File: src/rtl/replay_pkg.sv
// replay_pkg: shared FSM encoding and default widths for the event replay driver
package replay_pkg;
  typedef enum logic [1:0] {IDLE, FETCH, WAIT, FINISH} state_t;
  localparam int DATA_W_DEF = 11;
  localparam int TS_W_DEF = 16;
  localparam int DEPTH_DEF = 8;
endpackage

File: src/rtl/replay_fifo.sv
// replay_fifo: synchronous FIFO of {delta,data} events with wrapping pointers
module replay_fifo #(
  parameter int W = 27,
  parameter int DEPTH = 8
) (
  input  logic         clk,
  input  logic         rst,
  input  logic         push,
  input  logic         pop,
  input  logic [W-1:0] wdata,
  output logic [W-1:0] rdata,
  output logic         full,
  output logic         empty
);
  localparam int AW = $clog2(DEPTH);
  logic [W-1:0] mem [DEPTH];
  logic [AW-1:0] wr_ptr, rd_ptr;
  logic [AW:0] count;
  logic push_ok, pop_ok;
  assign full = count == (AW+1)'(DEPTH);
  assign empty = count == '0;
  assign push_ok = push && !full;
  assign pop_ok = pop && !empty;
  assign rdata = mem[rd_ptr];
  // pointer and occupancy tracking; a pop frees its slot only after this edge
  always_ff @(posedge clk or posedge rst)
    if (rst) begin
      wr_ptr <= '0;
      rd_ptr <= '0;
      count <= '0;
    end else begin
      if (push_ok) wr_ptr <= wr_ptr + AW'(1);
      if (pop_ok) rd_ptr <= rd_ptr + AW'(1);
      count <= count + (AW+1)'(push_ok) - (AW+1)'(pop_ok);
    end
  // storage array, left unreset since occupancy gates every read
  always_ff @(posedge clk)
    if (push_ok) mem[wr_ptr] <= wdata;
endmodule

File: src/rtl/event_replay_driver.sv
// event_replay_driver: replays queued (value,delay) events onto out_value; REPLAY_TIMESTAMP_EN adds out_time
module event_replay_driver
  import replay_pkg::*;
#(
  parameter int DATA_W = DATA_W_DEF,
  parameter int TS_W = TS_W_DEF,
  parameter int DEPTH = DEPTH_DEF
) (
  input  logic              clk,
  input  logic              rst,
  input  logic              in_valid,
  output logic              in_ready,
  input  logic [DATA_W-1:0] in_data,
  input  logic [TS_W-1:0]   in_delta,
  input  logic              start,
  output logic [DATA_W-1:0] out_value,
  output logic              out_apply,
  output logic              out_changed,
  output logic              busy,
`ifdef REPLAY_TIMESTAMP_EN
  output logic [TS_W+8-1:0] out_time,
`endif
  output logic              done
);
  state_t state, state_nxt;
  logic [TS_W-1:0] cnt, head_delta;
  logic [DATA_W-1:0] value, head_data;
  logic full, empty, pop, apply, launch;
  replay_fifo #(.W(TS_W + DATA_W), .DEPTH(DEPTH)) u_fifo (
    .clk(clk),
    .rst(rst),
    .push(in_valid),
    .pop(pop),
    .wdata({in_delta, in_data}),
    .rdata({head_delta, head_data}),
    .full(full),
    .empty(empty)
  );
  assign in_ready = !full;
  assign apply = state == WAIT && cnt == '0;
  assign launch = state == IDLE && start;
  // next-state and pop decision; the apply cycle also fetches the following event
  always_comb begin
    state_nxt = state;
    pop = 1'b0;
    unique case (state)
      IDLE: state_nxt = start ? FETCH : IDLE;
      FETCH: begin
        pop = !empty;
        state_nxt = empty ? FINISH : WAIT;
      end
      WAIT: begin
        pop = apply && !empty;
        state_nxt = apply && empty ? FINISH : WAIT;
      end
      default: state_nxt = IDLE;
    endcase
  end
  // state register
  always_ff @(posedge clk or posedge rst)
    if (rst) state <= IDLE;
    else state <= state_nxt;
  // delay counter, latched event and output registers
  always_ff @(posedge clk or posedge rst)
    if (rst) begin
      cnt <= '0;
      value <= '0;
      out_value <= '0;
      out_apply <= 1'b0;
      out_changed <= 1'b0;
      busy <= 1'b0;
      done <= 1'b0;
    end else begin
      out_apply <= apply;
      out_changed <= apply && value != out_value;
      if (apply) out_value <= value;
      if (pop) {cnt, value} <= {head_delta, head_data};
      else if (state == WAIT && cnt != '0) cnt <= cnt - TS_W'(1);
      if (launch) begin
        busy <= 1'b1;
        done <= 1'b0;
      end
      if (state == FINISH) begin
        busy <= 1'b0;
        done <= 1'b1;
      end
    end
`ifdef REPLAY_TIMESTAMP_EN
  // saturating start-relative cycle count, frozen while idle
  always_ff @(posedge clk or posedge rst)
    if (rst) out_time <= '0;
    else if (launch) out_time <= '0;
    else if (state != IDLE && out_time != '1) out_time <= out_time + (TS_W+8)'(1);
`endif
endmodule
File: config.mk
export PLATFORM = sky130hd
export DESIGN_NAME = event_replay_driver
export DESIGN_NICKNAME = d
export VERILOG_FILES = /design/src/rtl/replay_pkg.sv /design/src/rtl/replay_fifo.sv /design/src/rtl/event_replay_driver.sv
export SDC_FILE = /design/constraint.sdc
export NUM_CORES = 1
export LEC_CHECK = 0
export CAP_MARGIN = 20
export CORE_MARGIN = 4
export CORE_UTILIZATION = 30
export CTS_CLUSTER_SIZE = 40
export DETAILED_ROUTE_END_ITERATION = 16
export GPL_TIMING_DRIVEN = 0
export PLACE_DENSITY = 0.55
export SYNTH_ARGS = -nofsm -noshare
export SYNTH_HDL_FRONTEND = slang
export SYNTH_SLANG_ARGS = --single-unit
File: constraint.sdc
create_clock -name clk -period 4.7 [get_ports clk]
set_clock_uncertainty 0.05 [all_clocks]
set_input_delay 1.175 -clock clk [delete_from_list [all_inputs] [get_ports clk]]
set_output_delay 1.175 -clock clk [all_outputs]
set_load 0.02 [all_outputs]
==> reports/results.tsv <==
metric	value	unit
Syn-to-layout area delta	20.0	%
Worst path most repeated cell	buf_6	
first-pass GRT wire length	34.7	mm
Port Buffers	46	
hold crit path type	flip-flop to flip-flop	
htree depth	1	
number of remaining DRC errors	0	
FP Rows	69	
crit path cell chain	clkdlybuf4s50_1 > and2_1 > clkbuf_1 > nand2b_1 > nor3_2 > buf_6 > buf_6 > buf_6	
Synth Area in Adders	0.0179	
number of DRC markers in iteration 0	365	
largest net degree at the start of global routing	37	
Worst Path Buf+Inv	5	
clk sink count	270	
Max clock buf depth	3	
most common cell after layout, fill and taps aside	edfxtp_1	
share of layout cells above drive strength 1	0.220	
Final ANT Viol Nets	0	
crit path kind	primary input to flip-flop	
wire per inst	19.8	um
die area	39400	sq um
number of global-route vias before repair	5531	
Synth Area in XOR/XNOR	0.0226	
YS warnings	0	
Fmax	296	MHz
Post-Synth Simple-Gate Area	0.0444	
post-CTS sizing	0	
Mapped Area	10900	sq um
result of the run	finished clean	
worst-path maximum fanout	7	
synth unique cells	41	
vias	5265	
Worst path slowest cell	nor3_2	
CP max stage delay	0.67	ns
fin. max-slew vios	0	
main combinational cell family by area after synthesis	multiplexers	
gr ovfl total	0	
dpl cells	1097	
Hold Fails Final Rpt	0	
Initial Util	0.305	
routability cong.	0.769	
Arrival @ worst endpoint	3.56	ns
cells after synthesis	575	
Layout Cells excl Fill	1144	
Skew-Pair Late Insertion Delay	0.53	ns
period utilisation layout	0.719	
CP top delay family	buffers and inverters	
hold_buf cts	0	
Post-Syn Area per Cell	18.9	sq um
Routed WL	22.6	mm
min cycle time layout	3.38	ns
most frequent cells in the layout	edfxtp_1, mux4_2, dfrtp_1	
Die W	198	um
Seq cells post-synth	270	
global-route usage over all layers	0.116	
Seq/Total Area, Yosys	0.721	
max-cap violations	0	
Final setup viols	0	
initial antenna violation count	2	
Synthesized Nets	621	
Top-Level Pins	47	
Root Buffer	clkbuf_16	
total iterations of the first detailed-routing run	5	
total CTS buffers	27	
Post-CTS Setup Inserts	0	
worst-margin pin slew	1.01	ns
mux cell area share after synthesis	0.166	
Compound-Gate Fraction of Synth Area	0.0119	
core box area	35700	sq um
fin area	13000	sq um
DP Worst Slack	0.749	ns
Die Ht	198	um
placed cell area	12200	sq um
slack of the critical path	1.32	ns
RSZ-0062 raised after global routing	false	
Leakage	4.41	nW
clock slew at reported path FFs	0.06	ns
Via density	4.60	
Nets	711	
CP Capture Type	flip-flop	
Slew headroom	0.326	
hpwl dp	14.6	mm
Critical Path RT	4.88	ns
Max IR drop VDD	0.252	mV
cell area power density	553	nW/um^2
startpoint types	primary input	
CTS tree	done	
## path summary, 6_finish.rpt
kind / from / end / slack (ns) / cells past startpoint
worst max-delay path: in_valid / u_fifo.mem[0][2] / 1.32 / 8
worst min-delay path: done / done / 0.44 / 1
worst max register to register: cnt[6] / u_fifo.count[2] / 1.48 / 12
worst min register to register: done / done / 0.44 / 1
max in group asynchronous: rst / cnt[11] / 3.11 / 3
min in group asynchronous: rst / out_value[3] / 0.93 / 2
## cells by family after synthesis
logic type                 after synthesis
and+or+nand+nor                         97
muxes                                  110
AOI/OAI and AO/OA                       17
buffers and inverters                   38
DFF                                    270
adders and majority gates               15
xor gates and xnor gates                28
## per-layer routing
metal / track usage / vias up / part of all wire
li1: - / 2434 / -
met1: 0.169 / 2685 / 0.47
met2: 0.180 / 108 / 0.46
met3: 0.0193 / 38 / 0.045
met4: 0.0311 / 0 / 0.021
met5: 0 / - / 0
## stage by stage
step	hold WS (ns)	utilization	setup TNS [ns]	power, mW
after detailed placement	0.432	0.342	0	5.24
after floorplan	0.429	-	0	4.54
after CTS	0.446	0.366	0	7.34
after global routing	0.465	0.366	0	7.62
final	0.436	0.366	0	7.21
after global placement	0.415	0.334	-215.74	5.12
## cell usage after synthesis
| cell type | count | area [sq um] |
|---|---|---|
| buf_6 | 3 | 33.8 |
| a21oi_1 | 4 | 20.0 |
| o21a_4 | 1 | 15.0 |
| a21boi_0 | 1 | 7.51 |
| mux2_2 | 17 | 191 |
| nor4_4 | 1 | 21.3 |
| o41a_1 | 1 | 11.3 |
| or4b_2 | 1 | 10.0 |
| a32oi_1 | 2 | 17.5 |
| o41ai_1 | 1 | 8.76 |
| mux4_2 | 54 | 1220 |
| ha_1 | 14 | 175 |
| mux2i_1 | 31 | 310 |
| or3b_2 | 1 | 8.76 |
| edfxtp_1 | 216 | 6490 |
| nand2_1 | 43 | 161 |
| o21ai_0 | 2 | 10.0 |
| nor3_1 | 10 | 50.1 |
| nand3_1 | 1 | 5.00 |
| xor2_1 | 15 | 131 |
| clkbuf_1 | 12 | 45.0 |
| a21o_1 | 2 | 15.0 |
| and2_2 | 1 | 7.51 |
| buf_1 | 1 | 3.75 |
| and2_1 | 3 | 18.8 |
| or3_1 | 3 | 18.8 |
| nor2_1 | 13 | 48.8 |
| buf_2 | 9 | 45.0 |
| or4_1 | 5 | 37.5 |
| fa_1 | 1 | 20.0 |
| o211ai_1 | 1 | 7.51 |
| xnor2_1 | 13 | 114 |
| a31oi_1 | 1 | 6.26 |
| inv_1 | 13 | 48.8 |
| nor3b_1 | 1 | 7.51 |
| mux2_1 | 8 | 90.1 |
| or2_2 | 2 | 12.5 |
| nor4_1 | 8 | 50.1 |
| o211a_1 | 1 | 10.0 |
| nand2b_1 | 4 | 25.0 |
| dfrtp_1 | 54 | 1350 |
## registers in the layout (all words and copies together), names as in the netlist
register and count:
state 2, out_value 11, out_changed 1, u_fifo.rd_ptr 3, busy 1, u_fifo.count 4, value 11, u_fifo.wr_ptr 3
done 1, u_fifo.mem 216, out_apply 1, cnt 16
## cell type report
type | instances | area [sq um]
tap | 461 | 577
inverter | 13 | 48.8
multi-input combinational | 267 | 2920
sequential | 270 | 7840
antenna | 1 | 2.50
clock buffer | 34 | 702
timing repair buffer | 61 | 698
fill | 3295 | 22600
clock inverter | 12 | 138
buffer | 25 | 128
## report_power, final
group / switching [mW] / internal [mW]
clock network: 0.852 / 1.21
logic: 0.995 / 0.872
registers: 0.218 / 3.06
total: 2.06 / 5.15
Power figures use the tool's default switching activity.
